--- config.mk ---
export PLATFORM = sky130hd
export DESIGN_NAME = tx_byte_queue
export DESIGN_NICKNAME = d
export VERILOG_FILES = /design/src/rtl/tx_byte_queue.sv
export SDC_FILE = /design/constraint.sdc
export NUM_CORES = 1
export LEC_CHECK = 0
export ABC_CLOCK_PERIOD_IN_PS = 4900
export CORE_MARGIN = 4
export CORE_UTILIZATION = 60
export CTS_CLUSTER_SIZE = 10
export DETAILED_ROUTE_END_ITERATION = 10
export DONT_BUFFER_PORTS = 1
export PLACE_DENSITY = 0.88
export SYNTH_ARGS = -nofsm -noshare
export SYNTH_HDL_FRONTEND = slang
export SYNTH_SLANG_ARGS = --single-unit
--- constraint.sdc ---
create_clock -name clk -period 4.9 [get_ports clk]
set_clock_uncertainty 0.1 [all_clocks]
set_input_delay 0.49 -clock clk [delete_from_list [all_inputs] [get_ports clk]]
set_output_delay 0.49 -clock clk [all_outputs]
set_load 0.01 [all_outputs]
--- src/rtl/tx_byte_queue.sv ---
// -----------------------------------------------------------------------------
// tx_byte_queue
//   Byte queue in front of a UART transmitter. Bytes come either from the
//   display formatter (valid/ready handshake) or, when the echo path is built
//   in and selected, from received UART bytes (strobe only, no backpressure).
//   Queued bytes are handed to the transmitter one at a time through a small
//   launch/handshake FSM: a one-cycle tx_start pulse, then wait for tx_busy to
//   rise (bounded by BUSY_TMO cycles) and fall again.
//
// Build option:
//   TXQ_ECHO_EN  - compiles in the echo path (echo_data/echo_valid/echo_mode
//                  and overflow). Without it the echo ports exist but are
//                  ignored, echo_mode reads as 0 and overflow stays 0.
//
// Parameters:
//   DEPTH     queue depth in bytes (power of two, >= 4)
//   BUSY_TMO  cycles to wait for tx_busy to rise after tx_start
//
// Ports:
//   clk, rst_n       clock, asynchronous active-low reset
//   fmt_data/valid   formatter byte and valid; fmt_ready is the handshake ready
//   echo_data/valid  echo byte strobe; echo_mode selects the echo source
//   flush            synchronous queue clear (also clears overflow)
//   tx_data/tx_start byte and launch pulse to the UART transmitter
//   tx_busy          transmitter busy
//   fifo_count       number of bytes queued
//   overflow         sticky: an echo byte was dropped on a full queue
//   idle             queue empty and FSM idle
// -----------------------------------------------------------------------------
module tx_byte_queue #(
  parameter int DEPTH    = 16,
  parameter int BUSY_TMO = 4
) (
  input  logic                       clk,
  input  logic                       rst_n,
  input  logic [7:0]                 fmt_data,
  input  logic                       fmt_valid,
  output logic                       fmt_ready,
  input  logic [7:0]                 echo_data,
  input  logic                       echo_valid,
  input  logic                       echo_mode,
  input  logic                       flush,
  output logic [7:0]                 tx_data,
  output logic                       tx_start,
  input  logic                       tx_busy,
  output logic [$clog2(DEPTH):0]     fifo_count,
  output logic                       overflow,
  output logic                       idle
);

  localparam int AW = $clog2(DEPTH);
  localparam int TW = (BUSY_TMO > 1) ? $clog2(BUSY_TMO) : 1;
  localparam logic [AW:0]   DEPTH_C    = (AW+1)'(DEPTH);
  localparam logic [TW-1:0] TMO_LAST_C = TW'(BUSY_TMO - 1);

  typedef enum logic [1:0] {
    IDLE    = 2'd0,
    LAUNCH  = 2'd1,
    WAIT_HI = 2'd2,
    WAIT_LO = 2'd3
  } state_e;

  state_e          state_q, state_d;
  logic [AW-1:0]   wr_ptr_q, wr_ptr_d;
  logic [AW-1:0]   rd_ptr_q, rd_ptr_d;
  logic [AW:0]     count_q, count_d;
  logic [7:0]      tx_data_q, tx_data_d;
  logic            tx_start_q, tx_start_d;
  logic            overflow_q, overflow_d;
  logic            idle_q, idle_d;
  logic [TW-1:0]   tmo_q, tmo_d;
  logic [7:0]      mem_q [DEPTH];

  logic            echo_mode_s;
  logic            echo_valid_s;
  logic [7:0]      echo_data_s;
  logic            full_s;
  logic            push_s;
  logic            pop_s;
  logic            drop_s;
  logic [7:0]      wr_data_s;

`ifdef TXQ_ECHO_EN
  assign echo_mode_s  = echo_mode;
  assign echo_valid_s = echo_valid;
  assign echo_data_s  = echo_data;
`else
  // Echo path not built: the inputs are deliberately left unconnected.
  logic unused_echo_s;
  assign unused_echo_s = ^{echo_data, echo_valid, echo_mode};
  assign echo_mode_s   = 1'b0;
  assign echo_valid_s  = 1'b0;
  assign echo_data_s   = 8'h00;
`endif

  assign full_s    = (count_q == DEPTH_C);
  // Ready is forced low during reset so nothing is handshaken before release.
  assign fmt_ready = rst_n && !full_s && !echo_mode_s && !flush;

  // Flush beats any write; a full queue never accepts, even with a pop pending.
  assign push_s    = !flush && (echo_mode_s ? (echo_valid_s && !full_s)
                                            : (fmt_valid && fmt_ready));
  assign drop_s    = !flush && echo_mode_s && echo_valid_s && full_s;
  assign pop_s     = !flush && (state_q == IDLE) && (count_q != {(AW+1){1'b0}})
                     && !tx_busy;
  assign wr_data_s = echo_mode_s ? echo_data_s : fmt_data;

  // Next-state logic for queue pointers, count, overflow and the launch FSM.
  always_comb begin
    state_d    = state_q;
    wr_ptr_d   = wr_ptr_q;
    rd_ptr_d   = rd_ptr_q;
    count_d    = count_q;
    tx_data_d  = tx_data_q;
    tx_start_d = 1'b0;
    overflow_d = overflow_q;
    tmo_d      = tmo_q;

    if (flush) begin
      wr_ptr_d   = {AW{1'b0}};
      rd_ptr_d   = {AW{1'b0}};
      count_d    = {(AW+1){1'b0}};
      overflow_d = 1'b0;
    end else begin
      if (push_s) begin
        wr_ptr_d = wr_ptr_q + {{(AW-1){1'b0}}, 1'b1};
      end else begin
        wr_ptr_d = wr_ptr_q;
      end
      if (pop_s) begin
        rd_ptr_d = rd_ptr_q + {{(AW-1){1'b0}}, 1'b1};
      end else begin
        rd_ptr_d = rd_ptr_q;
      end
      case ({push_s, pop_s})
        2'b10:   count_d = count_q + {{AW{1'b0}}, 1'b1};
        2'b01:   count_d = count_q - {{AW{1'b0}}, 1'b1};
        default: count_d = count_q;
      endcase
      if (drop_s) begin
        overflow_d = 1'b1;
      end else begin
        overflow_d = overflow_q;
      end
    end

    case (state_q)
      IDLE: begin
        if (pop_s) begin
          state_d   = LAUNCH;
          tx_data_d = mem_q[rd_ptr_q];
        end else begin
          state_d   = IDLE;
        end
      end
      LAUNCH: begin
        // tx_start is registered, so it is seen in the cycle after LAUNCH.
        state_d    = WAIT_HI;
        tx_start_d = 1'b1;
        tmo_d      = {TW{1'b0}};
      end
      WAIT_HI: begin
        if (tx_busy) begin
          state_d = WAIT_LO;
        end else if (tmo_q == TMO_LAST_C) begin
          // Transmitter never acknowledged: treat the byte as sent.
          state_d = IDLE;
        end else begin
          tmo_d   = tmo_q + {{(TW-1){1'b0}}, 1'b1};
        end
      end
      WAIT_LO: begin
        if (!tx_busy) begin
          state_d = IDLE;
        end else begin
          state_d = WAIT_LO;
        end
      end
      default: begin
        state_d = IDLE;
      end
    endcase

    idle_d = (count_d == {(AW+1){1'b0}}) && (state_d == IDLE);
  end

  // Control state and registered outputs.
  always_ff @(posedge clk or negedge rst_n) begin
    if (!rst_n) begin
      state_q    <= IDLE;
      wr_ptr_q   <= {AW{1'b0}};
      rd_ptr_q   <= {AW{1'b0}};
      count_q    <= {(AW+1){1'b0}};
      tx_data_q  <= 8'h00;
      tx_start_q <= 1'b0;
      overflow_q <= 1'b0;
      idle_q     <= 1'b1;
      tmo_q      <= {TW{1'b0}};
    end else begin
      state_q    <= state_d;
      wr_ptr_q   <= wr_ptr_d;
      rd_ptr_q   <= rd_ptr_d;
      count_q    <= count_d;
      tx_data_q  <= tx_data_d;
      tx_start_q <= tx_start_d;
      overflow_q <= overflow_d;
      idle_q     <= idle_d;
      tmo_q      <= tmo_d;
    end
  end

  // Byte storage; contents need no reset since count gates every read.
  always_ff @(posedge clk) begin
    if (push_s) begin
      mem_q[wr_ptr_q] <= wr_data_s;
    end
  end

  assign tx_data    = tx_data_q;
  assign tx_start   = tx_start_q;
  assign fifo_count = count_q;
  assign overflow   = overflow_q;
  assign idle       = idle_q;

endmodule

==> results of run 1 <==
[path summary, 6_finish.rpt]
check,startpoint,to,slack (ps)
setup / recovery,fifo_count[1]$_DFF_PN0_,idle$_DFF_PN1_,940
hold / removal,tx_busy,state_q[1]$_DFF_PN0_,100
setup reg to reg,fifo_count[1]$_DFF_PN0_,idle$_DFF_PN1_,940
hold reg to reg,tmo_q[0]$_DFFE_PN0P_,tmo_q[0]$_DFFE_PN0P_,440
max in group asynchronous,rst_n,idle$_DFF_PN1_,4180
min in group asynchronous,rst_n,fifo_count[3]$_DFF_PN0_,280
[state kept, by name, indices dropped and copies added, names as in the netlist]
signal / cells
fifo_count: 5
idle: 1
mem_q: 128
rd_ptr_q: 4
state_q: 2
tmo_q: 2
tx_data: 8
tx_start: 1
wr_ptr_q: 4
[per-stage QoR]
step           hold slack (ps)  util (%)  setup WS [ps]  cells
4_1_cts                   84.1      69.9            972    514
3_5_place_dp              95.4      62.4           1000    470
6_report                  98.4      69.9            938    514
2_1_floorplan             94.4         -           1340    350
3_3_place_gp              95.7      62.4           1170    470
5_1_grt                   89.8      69.9            696    514
[cell type report]
| type | instances | area [um2] | area share (%) |
|---|---|---|---|
| Clock buffer | 18 | 418 | 5.82 |
| Sequential cell | 155 | 4520 | 63.0 |
| Clock inverter | 14 | 219 | 3.05 |
| Inverter | 9 | 33.8 | 0.470 |
| Tap cell | 136 | 170 | 2.37 |
| Timing Repair Buffer | 14 | 145 | 2.02 |
| Multi-Input combinational cell | 168 | 1680 | 23.3 |
[per-layer routing]
layer | global-route usage (%) | part of all wire [%]
met5 | 0 | 0
met4 | 7.39 | 2.7
met3 | 6.63 | 7.5
met2 | 34.8 | 50
met1 | 31.3 | 39
[repair_timing]
item,CTS,global route
buffers inserted,0,0
endpoints found under the hold margin,164,0
hold buffers,12,0
endpoints found under the setup margin,0,0
[cell usage in the layout (no fill, tap or decap), types with 2 or more instances in the layout]
master         count
o21ai_0            7
a21o_1             3
nand4_1            2
nor3_1             2
mux4_2            32
nor2b_1            2
dlygate4sd3_1     11
nand3_1            3
mux2_2             2
inv_1              7
inv_2              2
o221ai_1           8
clkinv_1           2
mux2i_1           18
edfxtp_1         128
a21oi_1            6
buf_4              2
bufinv_16          5
dfrtp_1           25
and2_1            14
nand2_1           20
xor2_1             6
ha_1               9
a31oi_1            2
clkinv_4           3
clkbuf_16         16
clkinvlp_4         2
nor2_1            11
and3_1             5
[cells by family (layout without fill, tap and decap cells)]
kind of cell,after synthesis,after routing,synth area share (%)
AOI/OAI and AO/OA,33,33,3.73
xor gates and xnor gates,7,7,0.971
adders and majority gates,9,9,1.78
buffers and inverters,27,55,1.84
DFF,155,155,71.6
muxes,52,52,14.6
other,1,1,0.0594
and+or+nand+nor,66,66,5.37
[where the power goes]
group | total, uW | leakage, uW | switching (uW) | internal [uW]
logic | 154 | 0.000639 | 86.4 | 67.6
clock network | 1410 | 0.000303 | 523 | 882
registers | 1530 | 0.00151 | 55.8 | 1480
[critical path, cell delays in order, from the launching register on]
cell and delay (ps):
dfrtp_1 510, or4_4 600, o21ai_2 490, inv_2 210
ha_1 380, xor2_1 220, ha_1 240, a21o_1 140
nand3_1 70, a31oi_1 230, mux2_2 380, a2111oi_2 280
==> results.txt, run 1 <==
CP endpoint kind = flop
Cell count after synthesis = 350
Synth unique cells = 44
Max Freq = 252 MHz
Die ar. = 0.0122 mm2
Final hold vios = 0
Most frequent cell after synthesis = edfxtp_1
Congestion Overflow GR = 0
Number of synthesized flops with an enable pin = 128
Most instantiated cells after synthesis = edfxtp_1, mux4_2, dfrtp_1
Fin area = 0.00718 mm2
Final Power = 3090 uW
Kind of critical path = flop to flop
Outcome = completed
Clk Latency, worst-skew pair = 530 ps
Clk pin slew, worst setup/hold paths = 60 ps
Filler cells = 602
Share of flip-flops with an asynchronous set or reset = 17.4%
CTS Buf Count = 17
Post-synth top area share = 60.9%
RePlAce Congestion = 0.756
Mean area per synthesized cell = 18.0 um2
Syn. warnings = 0
Die Y = 111 um
Root Buffer = clkbuf_8
NumNets Final = 397
Worst Path Required = 5230 ps
I/O Buffers = 0
Total number of vias = 3349
TNS Setup = 0 ps
Die width = 111 um
RSZ-0062 raised after global routing = no
Hold path cells = 2
Number of global-route vias before repair = 3443
Max_cap viols = 0
Worst-Margin Slew = 1140 ps
Startpoint types = flop
Post-DP Area = 0.00642 mm2
Post-route clock period utilization = 80.9%
Post-Route WL = 13000 um
Maximum number of pins on one net before global-route repair = 36
Hold crit path type = input pin to flop
Routed wire per std cell = 25.2 um
Clock Tree Buf Depth = 2
Boundary pin count = 40
Ant diodes = 0
DRC violation count after routing = 0
Post-route antenna net violation count = 0
Vias/cell = 6.52
Row count = 37
Yosys reg bits = 155
Setup-failing EPs final = 0
Post-DP HPWL = 7340 um
Dominant cell type by area after synthesis = edfxtp_1
H-Tree Depth = 4
Critical path arrival = 4290 ps
CTS tree = built
R2R cell count = 11
PwrDens = 430 mW/mm2
Dominant cells by area after synthesis = edfxtp_1, mux4_2, dfrtp_1
Area growth from synthesis to layout = 13.8%
Sequential-to-total area share from yosys stat = 71.6%
Initial antenna violation count = 0
Slew headroom = 23.9%
Core footprint = 0.0103 mm2
1st-iter DRT viols = 453
Fraction of layout cells with a size suffix above 1 = 19.3%
Final min period = 3960 ps
Drt pass-1 iters = 5
Leakage power figure = 0.00245 uW
Synth Flop Type = edfxtp_1
Synth Net Count = 382
Initial Util = 61.4%
Clock sinks = 155
Post-Syn Area = 0.00631 mm2
VDD IR max = 0.254 mV
GRT Total Usage = 22.5%
Cts repair resizes = 0
Pins Over Slew Limit = 0
Global-route wire length before repair = 20700 um
Critical Path Fanout Max = 11
Power figures use the tool's default switching activity.
==> run 2, diff against run 1 <==
Settings changed: ABC_CLOCK_PERIOD_IN_PS 4900 to 3710.
Clock period 4.9 ns to 3.71 ns, I/O delays scaled along.
==> run 2 against run 1 <==
  * Combinational power is 35% higher
  * Via count barely moved
  * Register-to-register slack worse by 740 ps
  * Clock-buffer cell count shrank 1
  * Die area unchanged
  * Largest cell class unchanged
  * Largest power group unchanged
==> results.txt, run 2 (synthesis results as in run 1) <==
Startpoint types = flop
Post-DP Area = 0.00645 mm2
Worst Path Required = 4030 ps
Setup-failing EPs final = 0
Switching share of power = 24.8%
Biggest register = mem_q
FF+latch area = 0.00452 mm2
Max_cap viols = 0
Final hold vios = 0
Routed wire per std cell = 25.7 um
Area growth from synthesis to layout = 13.3%
1st-iter DRT viols = 438
NumNets Final = 402
Fraction of layout cells with a size suffix above 1 = 21.1%
Internal = 2900 uW
Clk pin slew, worst setup/hold paths = 70 ps
Clk Latency, worst-skew pair = 530 ps
Post-Route WL = 13400 um
Leakage power figure = 0.00245 uW
Initial antenna violation count = 0
Die ar. = 0.0122 mm2
CTS Buf Count = 17
Clock sinks = 155
Hold crit path type = input pin to flop
Commonest non-fill, non-tap cell in the layout = edfxtp_1
Commonest non-fill, non-tap cells in the layout = edfxtp_1, mux4_2, dfrtp_1
Post-Place Cells = 475
Postcts setup bufs = 0
Pre-CTS setup slack = 256 ps
Boundary pin count = 40
Critical path arrival = 3830 ps
Pins Over Slew Limit = 0
Core footprint = 0.0103 mm2
Filler cells = 591
FF-to-FF Start = fifo_count[1]$_DFF_PN0_
Maximum number of pins on one net before global-route repair = 28
Kind of critical path = flop to flop
H-Tree Depth = 4
VDD IR max = 0.283 mV
DRC violation count after routing = 0
GRT Total Usage = 23.2%
CTS tree = built
Ant diodes = 0
Initial Util = 61.4%
Post-DP HPWL = 7370 um
Worst-Margin Slew = 1160 ps
PwrDens = 540 mW/mm2
Clk network pwr share = 42.3%
I/O Buffers = 0
Vias/cell = 6.45
Post-route insts no fill = 519
CP startpoint = fifo_count[1]$_DFF_PN0_
Post-route antenna net violation count = 0
Die Y = 111 um
Final hold slack = 25.7 ps
CP endpoint kind = flop
Fin area = 0.00715 mm2
Root Buffer = clkbuf_8
Post-route clock period utilization = 94.7%
Footprint of the multi-input gates = 0.00168 mm2
Final min period = 3510 ps
Row count = 37
Total number of vias = 3350
Global-route wire length before repair = 21000 um
Sequential Power Share = 52.3%
Outcome = completed
Number of global-route vias before repair = 3487
Final worst slack = 196 ps
Congestion Overflow GR = 0
Min-delay src = flush
TNS Setup = 0 ps
Drt pass-1 iters = 4
Die width = 111 um
Logic pwr share = 5.4%
Psw = 959 uW
Critical Path Fanout Max = 7
RePlAce Congestion = 0.764
RSZ-0062 raised after global routing = no
Max Freq = 285 MHz
Clock Tree Buf Depth = 2
Slew headroom = 22.7%
Max FFs per register = 128
-- run 2: final timing paths --
check / endpoint / slack, ps / cells after the start
worst max-delay path: idle$_DFF_PN1_ / 200 / 12
worst min-delay path: fifo_count[4]$_DFF_PN0_ / 30 / 2
worst max register to register: idle$_DFF_PN1_ / 200 / 12
worst min register to register: tmo_q[1]$_DFFE_PN0P_ / 430 / 2
max in group asynchronous: idle$_DFF_PN1_ / 3090 / 2
min in group asynchronous: fifo_count[4]$_DFF_PN0_ / 180 / 2
-- run 2: stage by stage --
stage	power [uW]	util, %
6_report	3860	69.6
2_1_floorplan	2180	-
4_1_cts	3870	69.6
3_5_place_dp	2220	62.8
3_3_place_gp	2200	62.8
5_1_grt	3990	69.6
-- run 2: power groups by stage --
stage               Combinational (uW)  Sequential [uW]  Clock [uW]
floorplan                          145             2030           0
global placement                   152             2050           0
detailed placement                 165             2060           0
CTS                                207             2020        1640
global route                       228             2030        1730
finish                             208             2020        1630
-- run 2: repair_timing --
| action | in CTS | in global routing |
|---|---|---|
| gates resized for setup | 0 | 1 |
| hold endpoints to repair | 167 | 0 |
| setup endpoints to repair | 0 | 1 |
| hold buffers | 12 | 0 |
-- run 2: per-layer routing --
metal | vias up | track usage, % | wire, um
met5 | - | 0 | 0
li1 | 1421 | - | -
met1 | 1728 | 31.7 | 5240
met4 | 0 | 9.03 | 292
met3 | 27 | 5.53 | 1020
met2 | 174 | 36.8 | 6800
-- run 2: worst max-delay path, cell delays in order (launching register included) --
cell and delay (ps):
dfrtp_1 390, or4_4 560, o211a_1 270, and2_1 250
inv_2 150, ha_1 200, xor2_1 150, ha_1 220
a21o_1 140, nand3_1 70, a31oi_1 220, mux2_2 380
a2111oi_2 300
-- run 2: layout make-up --
type                            count  area share [%]
Clock buffer                       17            5.79
Tap cell                          136            2.38
Inverter                            9           0.472
Clock inverter                     15            2.17
Timing Repair Buffer               19            2.55
Sequential cell                   155            63.2
Multi-Input combinational cell    168            23.4
